### src/rtl/dptr_multiciclo.sv
// -----------------------------------------------------------------------------
// dptr_multiciclo
// Multi-cycle MIPS-subset processor core. It contains the datapath and the
// control FSM. A single memory port serves both instruction fetch and data
// access. The 32x32 register file, the ALU and the IR/MDR/A/B/ALUOut latches
// live here. The FSM steps through FETCH -> DECODE -> EXEC -> MEM -> WB.
//
// Memory handshake: while mem_re or mem_we is high, the request is pending.
// It completes in the cycle in which mem_ready=1. In that cycle mem_rdata is
// valid for reads and mem_wdata is committed for writes. While mem_ready=0,
// mem_addr/mem_re/mem_we/mem_wdata hold their values. mem_re and mem_we are
// never high together, and both are forced low while rst=1.
//
// Ports
//   clk        rising-edge clock
//   rst        synchronous active-high reset
//   mem_addr   byte address (PC in FETCH, ALUOut in MEM)
//   mem_re     read request (FETCH, lw MEM)
//   mem_we     write request (sw MEM)
//   mem_wdata  store data (B latch)
//   mem_rdata  read data, valid when mem_ready=1
//   mem_ready  completes the pending request this cycle
//   pc_out     architectural PC
//   instr_out  IR contents
//   state_out  FSM state (FETCH=0 DECODE=1 EXEC=2 MEM=3 WB=4 HALT=7)
//   halt       high while in HALT
// -----------------------------------------------------------------------------
module dptr_multiciclo #(
   parameter logic [31:0] RESET_PC        = 32'h0000_0000,
   parameter bit          ENABLE_BNE      = 1'b1,
   parameter bit          HALT_ON_ILLEGAL = 1'b1
) (
   input  logic        clk,
   input  logic        rst,
   output logic [31:0] mem_addr,
   output logic        mem_re,
   output logic        mem_we,
   output logic [31:0] mem_wdata,
   input  logic [31:0] mem_rdata,
   input  logic        mem_ready,
   output logic [31:0] pc_out,
   output logic [31:0] instr_out,
   output logic [2:0]  state_out,
   output logic        halt
);

   typedef enum logic [2:0] {
      S_FETCH  = 3'd0,
      S_DECODE = 3'd1,
      S_EXEC   = 3'd2,
      S_MEM    = 3'd3,
      S_WB     = 3'd4,
      S_HALT   = 3'd7
   } state_t;

   localparam logic [5:0] OP_R    = 6'h00;
   localparam logic [5:0] OP_J    = 6'h02;
   localparam logic [5:0] OP_BEQ  = 6'h04;
   localparam logic [5:0] OP_BNE  = 6'h05;
   localparam logic [5:0] OP_ADDI = 6'h08;
   localparam logic [5:0] OP_LW   = 6'h23;
   localparam logic [5:0] OP_SW   = 6'h2B;

   state_t      state, state_next;
   logic [31:0] pc, ir, mdr, a, b, alu_out;
   logic [31:0] regs [0:31];

   // instruction fields
   logic [5:0]  op, funct;
   logic [4:0]  rs, rt, rd;
   logic [31:0] imm_sext;
   logic        unused_shamt;

   assign op           = ir[31:26];
   assign rs           = ir[25:21];
   assign rt           = ir[20:16];
   assign rd           = ir[15:11];
   assign funct        = ir[5:0];
   assign imm_sext     = {{16{ir[15]}}, ir[15:0]};
   assign unused_shamt = ^ir[10:6];

   // register file reads: R[0] is always zero
   logic [31:0] rd_a, rd_b;
   assign rd_a = (rs == 5'd0) ? 32'd0 : regs[rs];
   assign rd_b = (rt == 5'd0) ? 32'd0 : regs[rt];

   logic funct_legal, op_legal;
   always_comb begin
      funct_legal = 1'b0;
      case (funct)
         6'h20, 6'h22, 6'h24, 6'h25, 6'h27, 6'h2A: funct_legal = 1'b1;
         default:                                 funct_legal = 1'b0;
      endcase
      op_legal = 1'b0;
      case (op)
         OP_R:                                 op_legal = funct_legal;
         OP_J, OP_BEQ, OP_ADDI, OP_LW, OP_SW:  op_legal = 1'b1;
         OP_BNE:                               op_legal = ENABLE_BNE;
         default:                              op_legal = 1'b0;
      endcase
   end

   // R-type ALU
   logic [31:0] alu_r;
   always_comb begin
      alu_r = 32'd0;
      case (funct)
         6'h20:   alu_r = a + b;
         6'h22:   alu_r = a - b;
         6'h24:   alu_r = a & b;
         6'h25:   alu_r = a | b;
         6'h27:   alu_r = ~(a | b);
         6'h2A:   alu_r = {31'd0, $signed(a) < $signed(b)};
         default: alu_r = 32'd0;
      endcase
   end

   // write-back destination and source
   logic        wb_en;
   logic [4:0]  wb_addr;
   logic [31:0] wb_data;
   always_comb begin
      wb_en   = 1'b0;
      wb_addr = 5'd0;
      wb_data = alu_out;
      case (op)
         OP_R:    begin wb_en = 1'b1; wb_addr = rd; end
         OP_ADDI: begin wb_en = 1'b1; wb_addr = rt; end
         OP_LW:   begin wb_en = 1'b1; wb_addr = rt; wb_data = mdr; end
         default: wb_en = 1'b0;
      endcase
   end

   // FSM: state register
   always_ff @(posedge clk) begin
      if (rst) state <= S_FETCH;
      else     state <= state_next;
   end

   // FSM: next state and memory request outputs
   always_comb begin
      state_next = state;
      mem_re     = 1'b0;
      mem_we     = 1'b0;
      mem_addr   = pc;
      case (state)
         S_FETCH: begin
            mem_re = 1'b1;
            if (mem_ready) state_next = S_DECODE;
         end
         S_DECODE: begin
            if (!op_legal && HALT_ON_ILLEGAL) state_next = S_HALT;
            else                              state_next = S_EXEC;
         end
         S_EXEC: begin
            case (op)
               OP_R:         state_next = funct_legal ? S_WB : S_FETCH;
               OP_LW, OP_SW: state_next = S_MEM;
               OP_ADDI:      state_next = S_WB;
               default:      state_next = S_FETCH;
            endcase
         end
         S_MEM: begin
            mem_addr = alu_out;
            mem_re   = (op == OP_LW);
            mem_we   = (op != OP_LW);
            if (mem_ready) state_next = (op == OP_LW) ? S_WB : S_FETCH;
         end
         S_WB:    state_next = S_FETCH;
         S_HALT:  state_next = S_HALT;
         default: state_next = S_FETCH;
      endcase
      // reset aborts any pending request immediately
      if (rst) begin
         mem_re = 1'b0;
         mem_we = 1'b0;
      end
   end

   // datapath latches and register file
   always_ff @(posedge clk) begin
      if (rst) begin
         pc      <= RESET_PC;
         ir      <= 32'd0;
         mdr     <= 32'd0;
         a       <= 32'd0;
         b       <= 32'd0;
         alu_out <= 32'd0;
         for (int i = 0; i < 32; i++) regs[i] <= 32'd0;
      end else begin
         case (state)
            S_FETCH: begin
               if (mem_ready) begin
                  ir <= mem_rdata;
                  pc <= pc + 32'd4;
               end
            end
            S_DECODE: begin
               a       <= rd_a;
               b       <= rd_b;
               // branch target computed early so EXEC only selects it
               alu_out <= pc + (imm_sext << 2);
            end
            S_EXEC: begin
               case (op)
                  OP_R:                  alu_out <= alu_r;
                  OP_LW, OP_SW, OP_ADDI: alu_out <= a + imm_sext;
                  OP_BEQ:                if (a == b) pc <= alu_out;
                  OP_BNE:                if (ENABLE_BNE && (a != b)) pc <= alu_out;
                  OP_J:                  pc <= {pc[31:28], ir[25:0], 2'b00};
                  default:               ;
               endcase
            end
            S_MEM: begin
               if (mem_ready && (op == OP_LW)) mdr <= mem_rdata;
            end
            S_WB: begin
               if (wb_en && (wb_addr != 5'd0)) regs[wb_addr] <= wb_data;
            end
            default: ;
         endcase
      end
   end

   assign mem_wdata = b;
   assign pc_out    = pc;
   assign instr_out = ir;
   assign state_out = state;
   assign halt      = (state == S_HALT);

endmodule

### config.mk
export PLATFORM = sky130hd
export DESIGN_NAME = dptr_multiciclo
export DESIGN_NICKNAME = d
export VERILOG_FILES = /design/src/rtl/dptr_multiciclo.sv
export SDC_FILE = /design/constraint.sdc
export NUM_CORES = 2
export LEC_CHECK = 0
export CAP_MARGIN = 20
export CELL_PAD_IN_SITES_DETAIL_PLACEMENT = 0
export CELL_PAD_IN_SITES_GLOBAL_PLACEMENT = 1
export CORE_MARGIN = 2
export CORE_UTILIZATION = 40
export CTS_BUF_LIST = sky130_fd_sc_hd__clkbuf_8
export CTS_CLUSTER_DIAMETER = 60
export CTS_CLUSTER_SIZE = 24
export DETAILED_ROUTE_END_ITERATION = 8
export PLACE_DENSITY_LB_ADDON = 0.1
export RECOVER_POWER = 25
export SYNTH_ARGS = -nofsm -noshare
export SYNTH_HDL_FRONTEND = slang
export SYNTH_SLANG_ARGS = --single-unit
### constraint.sdc
create_clock -name clk -period 5.83 [get_ports clk]
set_input_delay 0.8745 -clock clk [delete_from_list [all_inputs] [get_ports clk]]
set_output_delay 0.8745 -clock clk [all_outputs]
set_load 0.01 [all_outputs]
## After elaboration in Yosys (flattened, before gate mapping)

Memory sizes are Yosys's and may differ from the RTL's. A register that Yosys moved wholly into a read port is not among the register bits.
Index checks and enable logic that the tools add are counted.

- Logic and storage cells: 108
- Memories kept: 1
- RAM bits: 1024
- Output and inout bits: 134
- Register bits after elaboration: 195
- Input port bits: 35

- Reduce and logical (&&, ||, !) cells: 22
- Bitwise gates (word level): 3
- Magnitude comparators: 1
- Multiplexer cells: 40
- Eq/ne operators: 28
- Add/sub/neg operators: 5

Memory list:

| memory | words | width | read ports | clocked after memory_dff | write ports | line | source |
|---|---|---|---|---|---|---|---|
| regs | 32 | 32 | 2 | 2 | 32 | 66 | `logic [31:0] regs [0:31];` |

Operator list:

| cell | count |
|---|---|
| $mux 32 | 8 |
| $pmux 32 s2 | 3 |
| $pmux 32 s6 | 1 |
| $add 32x32->32 | 3 |
| $pmux 32 s3 | 1 |
| $eq 6x6->1 const B | 8 |
| $add 32x3->32 const B | 1 |
| $and 32x32->32 | 1 |
| $eq 32x32->1 | 1 |
| $lt 32x32->1 | 1 |
| $ne 32x32->1 | 1 |
| $not 32->32 | 1 |
| $or 32x32->32 | 1 |
| $reduce_or 32->1 | 1 |
| $sub 32x32->32 | 1 |
| $mux 5 | 5 |
| $mux 3 | 5 |
| $pmux 3 s5 | 1 |
| $eq 6x3->1 const B | 2 |
| $mux 1 | 12 |
| $reduce_or 6->1 | 2 |
| $logic_not 5->1 | 2 |
| $pmux 5 s2 | 1 |
| $pmux 3 s3 | 1 |
| other kinds (22) | 35 |

## Depth between registers and ports, before layout

- Depth in word-level cells: 11
- Depth in mapped cells: 14
- Depth with buffers taken out: 14

## Worst setup path before layout

No wires, ideal clock.

- Kind: register to register
- Start point: register ir[1], in the netlist instr_out[1]
- End point: register alu_out[26]
- Arrival: 3.385 ns
- Setup slack: 2.330 ns
- Cell stages (with the launch flop): 15
- Path buffers: 2
- Setup time: 0.115 ns
- Data required time: 5.715 ns
- Period minus slack after synthesis: 3.500 ns
- Path through: dfxtp_1 > inv_1 > clkbuf_1 > buf_1 > fa_1 > nor2b_1 > o31ai_1 > a21oi_1 > a32oi_1 > o21ai_0 > a31o_2 > a21oi_1 > xnor2_1 > a21oi_1 > a2111oi_0

- Word-level cells in the longest chain between the ends: 4
- Elaborated cells on any way between the ends: 11
- Those cells by class: 2 x add/sub; 6 x eq/ne; 3 x mux

RTL lines:

| item | line | source |
|---|---|---|
| from (decl) | 65 | `logic [31:0] pc, ir, mdr, a, b, alu_out;` |
| from (signal assigned) | 194 | `ir <= mem_rdata;` |
| parallel branches: the longest is 3 deep, another holds $add 32x32->32 | n/a |  |
| $pmux 32 s2 (*) | 191 | `case (state)` |
| to (signal assigned) | 202 | `alu_out <= pc + (imm_sext << 2);` |
| to (signal assigned) | 206 | `OP_R: alu_out <= alu_r;` |
| to (signal assigned) | 207 | `OP_LW, OP_SW, OP_ADDI: alu_out <= a + imm_sext;` |
| to (decl) | 65 |  |

Every way passes the cells marked *.
A chain may end at the register's enable or synchronous reset.

==> results.json <==
{
  "finalWorstPathRequiredPeriod_ps": 5200,
  "firstDrtPassIters": 6,
  "edff_count_synth": 1024,
  "ioPinCount": 169,
  "ys_top_cells_by_count": "1,264 x sky130_fd_sc_hd__nor2_1, 1,024 x sky130_fd_sc_hd__edfxtp_1, 640 x sky130_fd_sc_hd__mux4_2",
  "period_share": 0.893,
  "dominantRegCellSynth": "sky130_fd_sc_hd__edfxtp_1",
  "timing.slew.headroom": -0.987,
  "synth_most_common_cell": "sky130_fd_sc_hd__nor2_1",
  "core-area_um2": 171000,
  "tritoncts": "yes",
  "layout-drive-gt1-share": 0.211,
  "power_switching_share": 0.356,
  "starting_density": 0.402,
  "tightest_slew_ps": 2980,
  "drt_drc_violations_left": 0,
  "tritoncts.num_buffers": 131,
  "synth-seq-area-share": 0.507,
  "dr_total_vias": 50991,
  "finalInstanceArea_um2": 77200,
  "crit_required_ps": 6390,
  "crit_path_cell_trace": "clkbuf_1 > a22oi_1 > nor3_1 > nand2_2 > nand2b_1 > buf_4",
  "grt_pass1_wl_mm": 398,
  "gr-total-overflow": 0,
  "p_leak_nw": 25.6,
  "synth_area_leader_cell": "sky130_fd_sc_hd__edfxtp_1",
  "min_delay_path_depth": 2,
  "grt_max_degree": 159,
  "drv.max_cap_violation_count": 19,
  "drt_wl_total_mm": 286,
  "design.final.nets": 5855,
  "power_density_nw_per_um2": 304,
  "die_y_um": 419,
  "io_buffer_count": 168,
  "cp_num_cells": 6,
  "cts.repair.resized": 0,
  "syn_area_per_cell_um2": 12.2,
  "outcome": "finished with violations",
  "synthCells": 5614,
  "post-cts-setup-buffers": 0,
  "via_count_of_the_first_global_routing_pass": 49685,
  "post_synth_main_area_contributors": "sky130_fd_sc_hd__edfxtp_1 45%, sky130_fd_sc_hd__mux4_2 21%, sky130_fd_sc_hd__nor2_1 6.9%",
  "rr_worst_depth": 6,
  "ff2ff_setup_slack_ps": 630,
  "timing.hold.worst.class": "register to register",
  "final.setup_skew_ps": 86.6,
  "htree_levels": 4,
  "final_antenna_net_count": 0,
  "share_seq_of_total_power": 0.447,
  "route.detailed.vias_per_inst": 6.38,
  "power.switching_w": 0.00835,
  "crit_path_max_incr_delay_ps": 1660,
  "yosysWarningCount": 0,
  "fp.dieArea_um2": 175000,
  "clock_input_transition_at_the_sequential_cells_of_the_worst_setup_and_hold_paths_ps": 100,
  "cp-end-kind": "register",
  "cts.hold.buffers_added": 0,
  "worst_ep_arrival_time_ps": 5770,
  "grt_antenna_before_repair": 14,
  "clock_latency_ps": 1000,
  "crit_path_start_kind": "register",
  "worst_path_max_delay_cell": "sky130_fd_sc_hd__clkbuf_1",
  "cts-root-buf": "sky130_fd_sc_hd__clkbuf_8",
  "power.combinational.fraction": 0.263,
  "power.ir.vdd_worst_uv": 194,
  "p_int_w": 0.0151,
  "setup_violations_final": 0,
  "clkPwrFrac": 0.291,
  "post-dp-hpwl_mm": 186,
  "async_flop_share": 0,
  "synthToLayoutAreaGrowth_pct": 12.3,
  "worst-path-max-fanout": 33,
  "placed_cell_area_um2": 74200,
  "criticalPathCategory": "register to register",
  "number_of_drc_violations_after_detailed_routing_iteration_0": 6594,
  "synthesis.area_um2": 68700,
  "number_of_sinks_on_the_clock_net": 1229,
  "synth.distinct_cells": 79,
  "grt_setup_unrepaired": "no",
  "wl_per_cell_um": 35.7,
  "slew_viol_final": 732,
  "synth.ff_latch_count": 1229,
  "cts.path.max_buffers": 3,
  "hold_viol": 0,
  "cpLargestDelayFamily": "buffers and inverters",
  "global_route.usage.total": 0.325,
  "die_w_um": 419,
  "netlist.area_leader.share": 0.447,
  "violations": "capacitance limit, slew limit",
  "gpl.final_weighted_congestion": 0.949,
  "rows": 152,
  "maxClockFrequency_mhz": 192,
  "fin_tns_setup_ps": 0,
  "critical_path_buf_inv_count": 2
}
-- stage by stage --
step / std cells / hold WS, ps / utilization / total power (W) / setup slack [ps]
4_1_cts: 7992 / 226 / 0.451 / 0.0235 / 1020
6_report: 7997 / 492 / 0.451 / 0.0234 / 625
3_3_place_gp: 7738 / 476 / 0.432 / 0.0167 / 1300
2_1_floorplan: 5645 / 436 / - / 0.0140 / 2330
3_5_place_dp: 7749 / 480 / 0.433 / 0.0167 / 1320
5_1_grt: 7996 / 485 / 0.451 / 0.0241 / 430
-- registers in the layout, indices dropped and copies added (netlist names), named ones only --
signal / flops
regs: 1024
a: 32
alu_out: 32
instr_out: 32
mdr: 32
mem_wdata: 32
pc_out: 32
state_out: 3
-- logic make-up after synthesis --
group / synth area share
adders and majority gates: 0.0310
xor gates and xnor gates: 0.0143
DFF: 0.507
other: 0.0000546
and+or+nand+nor: 0.116
muxes: 0.226
AOI/OAI and AO/OA: 0.0717
buffers and inverters: 0.0339
-- worst min-delay path, cell delays in order (launching register included) --
cell and delay, ps:
sky130_fd_sc_hd__dfxtp_1 340, sky130_fd_sc_hd__nand2_1 60, sky130_fd_sc_hd__a21oi_1 50
-- cell usage in the layout (no fill, tap or decap), types with 22 or more instances in the layout --
master,synthesis,final
sky130_fd_sc_hd__a211oi_1,34,34
sky130_fd_sc_hd__a21o_1,41,41
sky130_fd_sc_hd__a21oi_1,308,308
sky130_fd_sc_hd__a22oi_1,36,36
sky130_fd_sc_hd__buf_12,0,39
sky130_fd_sc_hd__buf_4,1,140
sky130_fd_sc_hd__clkbuf_8,0,135
sky130_fd_sc_hd__clkdlybuf4s50_1,0,74
sky130_fd_sc_hd__conb_1,1,32
sky130_fd_sc_hd__dfxtp_1,205,195
sky130_fd_sc_hd__dlygate4sd3_1,0,93
sky130_fd_sc_hd__edfxtp_1,1024,1024
sky130_fd_sc_hd__ha_1,164,164
sky130_fd_sc_hd__inv_1,109,118
sky130_fd_sc_hd__inv_6,0,24
sky130_fd_sc_hd__inv_8,0,23
sky130_fd_sc_hd__mux2i_1,109,77
sky130_fd_sc_hd__mux2i_4,0,32
sky130_fd_sc_hd__mux4_2,640,640
sky130_fd_sc_hd__nand2_1,409,381
sky130_fd_sc_hd__nand2_2,0,28
sky130_fd_sc_hd__nand2b_2,0,27
sky130_fd_sc_hd__nand3_1,54,54
sky130_fd_sc_hd__nor2_1,1264,1261
sky130_fd_sc_hd__nor3_1,59,59
sky130_fd_sc_hd__o21ai_0,129,129
sky130_fd_sc_hd__o31ai_1,31,31
sky130_fd_sc_hd__xnor2_1,90,90
sky130_fd_sc_hd__xor2_1,22,22
-- path summary, 6_finish.rpt --
kind,start,endpoint
worst max-delay path,instr_out[15]$_SDFFE_PP0P_,regs[19][25]$_SDFFCE_PN0P_
worst min-delay path,mdr[20]$_SDFFE_PP0P_,mdr[20]$_SDFFE_PP0P_
worst max register to register,instr_out[15]$_SDFFE_PP0P_,regs[19][25]$_SDFFCE_PN0P_
worst min register to register,mdr[20]$_SDFFE_PP0P_,mdr[20]$_SDFFE_PP0P_
-- cell type report --
cell class	count	area (um2)
Fill cell	15643	94000
Sequential cell	1229	34900
Multi-Input combinational cell	3801	32300
Timing Repair Buffer	380	3760
Tap cell	2233	2790
Clock buffer	135	1860
Clock inverter	108	1190
Inverter	109	409
Antenna cell	2	5.00
-- routing by layer --
metal | track usage | up-vias | routed length (um)
met5 | 0 | - | 103
met4 | 0.155 | 14 | 15600
met3 | 0.0543 | 581 | 23200
met2 | 0.528 | 2811 | 136000
met1 | 0.426 | 26539 | 111000
li1 | - | 21046 | -
-- power by group through the flow --
stage / Sequential [W] / Clock (W) / Combinational [W]
after floorplan: 0.0103 / 0 / 0.00370
after global placement: 0.0106 / 0 / 0.00603
after detailed placement: 0.0106 / 0 / 0.00609
after CTS: 0.0105 / 0.00690 / 0.00611
after global routing: 0.0105 / 0.00721 / 0.00643
final: 0.0105 / 0.00681 / 0.00615
Power figures use the tool's default switching activity.
==> patch: new RTL, same flow settings <==
`HALT_ON_ILLEGAL`: 1'b1 -> 1'b0.
--- a/src/rtl/dptr_multiciclo.sv
+++ b/src/rtl/dptr_multiciclo.sv
@@ -28,7 +28,7 @@
 module dptr_multiciclo #(
    parameter logic [31:0] RESET_PC        = 32'h0000_0000,
    parameter bit          ENABLE_BNE      = 1'b1,
-   parameter bit          HALT_ON_ILLEGAL = 1'b1
+   parameter bit          HALT_ON_ILLEGAL = 1'b0
 ) (
    input  logic        clk,
    input  logic        rst,
Check against the original RTL: not settled (the Yosys comparison gave no result); the edit may change what the design does.
==> patch against the unedited design <==
The flow still finishes with violations (capacitance limit, slew limit). Sequential cell count unchanged. Power down 14%. Fmax up 2.0%. First-iteration DRC count down 9.3%. Utilization down 0.18 points. Die area up 0.13%. Critical path type unchanged. Cell area down 0.28%. Global-route usage down 1.3 points. Largest cell class unchanged. Wire length down 3.7%. Clock skew down 0.028 ns. Synthesized area up 0.14%. Count of clock-buffer cells in the layout down 14. Final cell count up 1.2%. Worst setup slack better by 0.10 ns.
==> patch: results (changes against the unedited design) <==
| Metric | Value |
|---|---|
| Status | finished with violations |
| Failing checks | capacitance limit, slew limit |
| Clock latency on the worst-skew pair | 0.95 ns (-0.05 ns) |
| 1st-iter DRT viols | 5,980 (-9.3%) |
| Worst R2R Setup Slack | 0.73 ns (+0.10 ns) |
| Finished Layout Cells | 8,094 (+1.2%) |
| Post-synthesis mux area share | 22.6% (about the same) |
| Endpoint, Worst Hold | pc_out[8] |
| Max-Cap Viols | 17 (-2) |
| CP Max Fanout | 32 (-3.0%) |
| Initial antenna violation count | 6 (-8) |
| Syn Inst Count | 5,634 (+0.36%) |
| Crit Reg-Reg Startpoint | instr_out[28] |
| Largest net degree at the start of global routing | 130 (-18%) |
| Rel. slew slack | -164% (-65 points) |
| Fraction of layout cells with a size suffix above 1 | 20.7% (-0.40 points) |
| Hold path start | rst |
| Reg2reg path depth | 10 (+4) |
| Avg Vias per Cell | 6.14 (-3.8%) |
| XOR/XNOR Fraction of Synth Area | 1.40% (-0.027 points) |
| Htree depth | 3 (-1) |
| Post-synth cell types | 91 (+15%) |
| Worst hold path type | input port to flop |
| Seq/Total Area, Yosys | 50.6% (-0.069 points) |
| Vias in the first global route | 49.1k (-1.2%) |
| Synth Area in Compound Gates | 7.28% (+0.11 points) |
| DP HPWL | 187 mm (+0.11%) |
| Max-slew violations | 644 (-12%) |
| Cell Area, Placed | 74,200 sq um (about the same) |
| Worst vdd ir | 0.197 mV (+1.4%) |
| Routed WL | 275 mm (-3.7%) |
| Top post-synthesis cells by count | nor2_1 (1,283), edfxtp_1 (1,024), mux4_2 (640), nand2_1 (433), clkbuf_1 (386) |
| Pre-CTS WS | 1.39 ns (+0.0695 ns) |
| RR Endpoint | regs[4][15] |
| Worst hold slack | 0.445 ns (-0.0468 ns) |
| Gpl congestion | 0.921 (-2.9%) |
==> patch: power by group <==
group          leakage, nW  switching (mW)  total, mW  internal [mW]
registers             12.2           0.333       10.1           9.79
clock network         1.43            3.86       6.52           2.66
logic                 11.6            2.25       3.57           1.32
==> patch: area by class of cell <==
class,instances,area [sq um]
fillers,15718,94400
flip-flops and latches,1229,34900
multi-input cells,3826,32300
repair buffers,388,3520
well taps,2310,2890
clock buffers,121,1670
clock inverters,105,1230
inverters,112,420
diodes,3,7.51
==> patch: through the flow <==
stage	power (mW)	util [%]
finish	20.2	44.9
detailed placement	13.9	43.3
global placement	13.9	43.3
CTS	20.3	45.0
global route	20.8	44.9
floorplan	12.2	-
==> patch: worst max-delay path by stage <==
stage | cells past startpoint | startpoint | end | slack [ns]
floorplan | 15 | instr_out[1] | alu_out[28] | 1.95
global placement | 12 | a[6] | pc_out[10] | 1.47
detailed placement | 11 | a[6] | pc_out[12] | 1.39
CTS | 8 | instr_out[28] | mem_re | 0.83
global route | 9 | instr_out[28] | regs[9][14] | 0.56
finish | 10 | instr_out[28] | regs[4][15] | 0.73
==> patch: kinds of logic after synthesis <==
family                   count (synthesis)
XOR/XNOR                               110
flip-flops                            1229
AND/OR/NAND/NOR                       1970
other                                    1
multiplexers                           751
adder cells (fa/ha/maj)                168
buffers and inverters                  610
AO/OA/AOI/OAI                          795
==> patch: metal layers <==
metal  vias up  track usage (%)  share of wire, %
li1      21109                -                 -
met1     25944             39.8                39
met2      2176             51.3                48
met3       430             4.74               7.0
met4         2             16.8               6.0
met5         -                0            0.0047
==> patch: worst max-delay path, delay by kind of cell, from the launching register on <==
family | cells | cell delay (ns)
simple gates | 5 | 1.27
buf+inv | 2 | 2.24
compound gates | 3 | 0.87
flops | 1 | 0.34
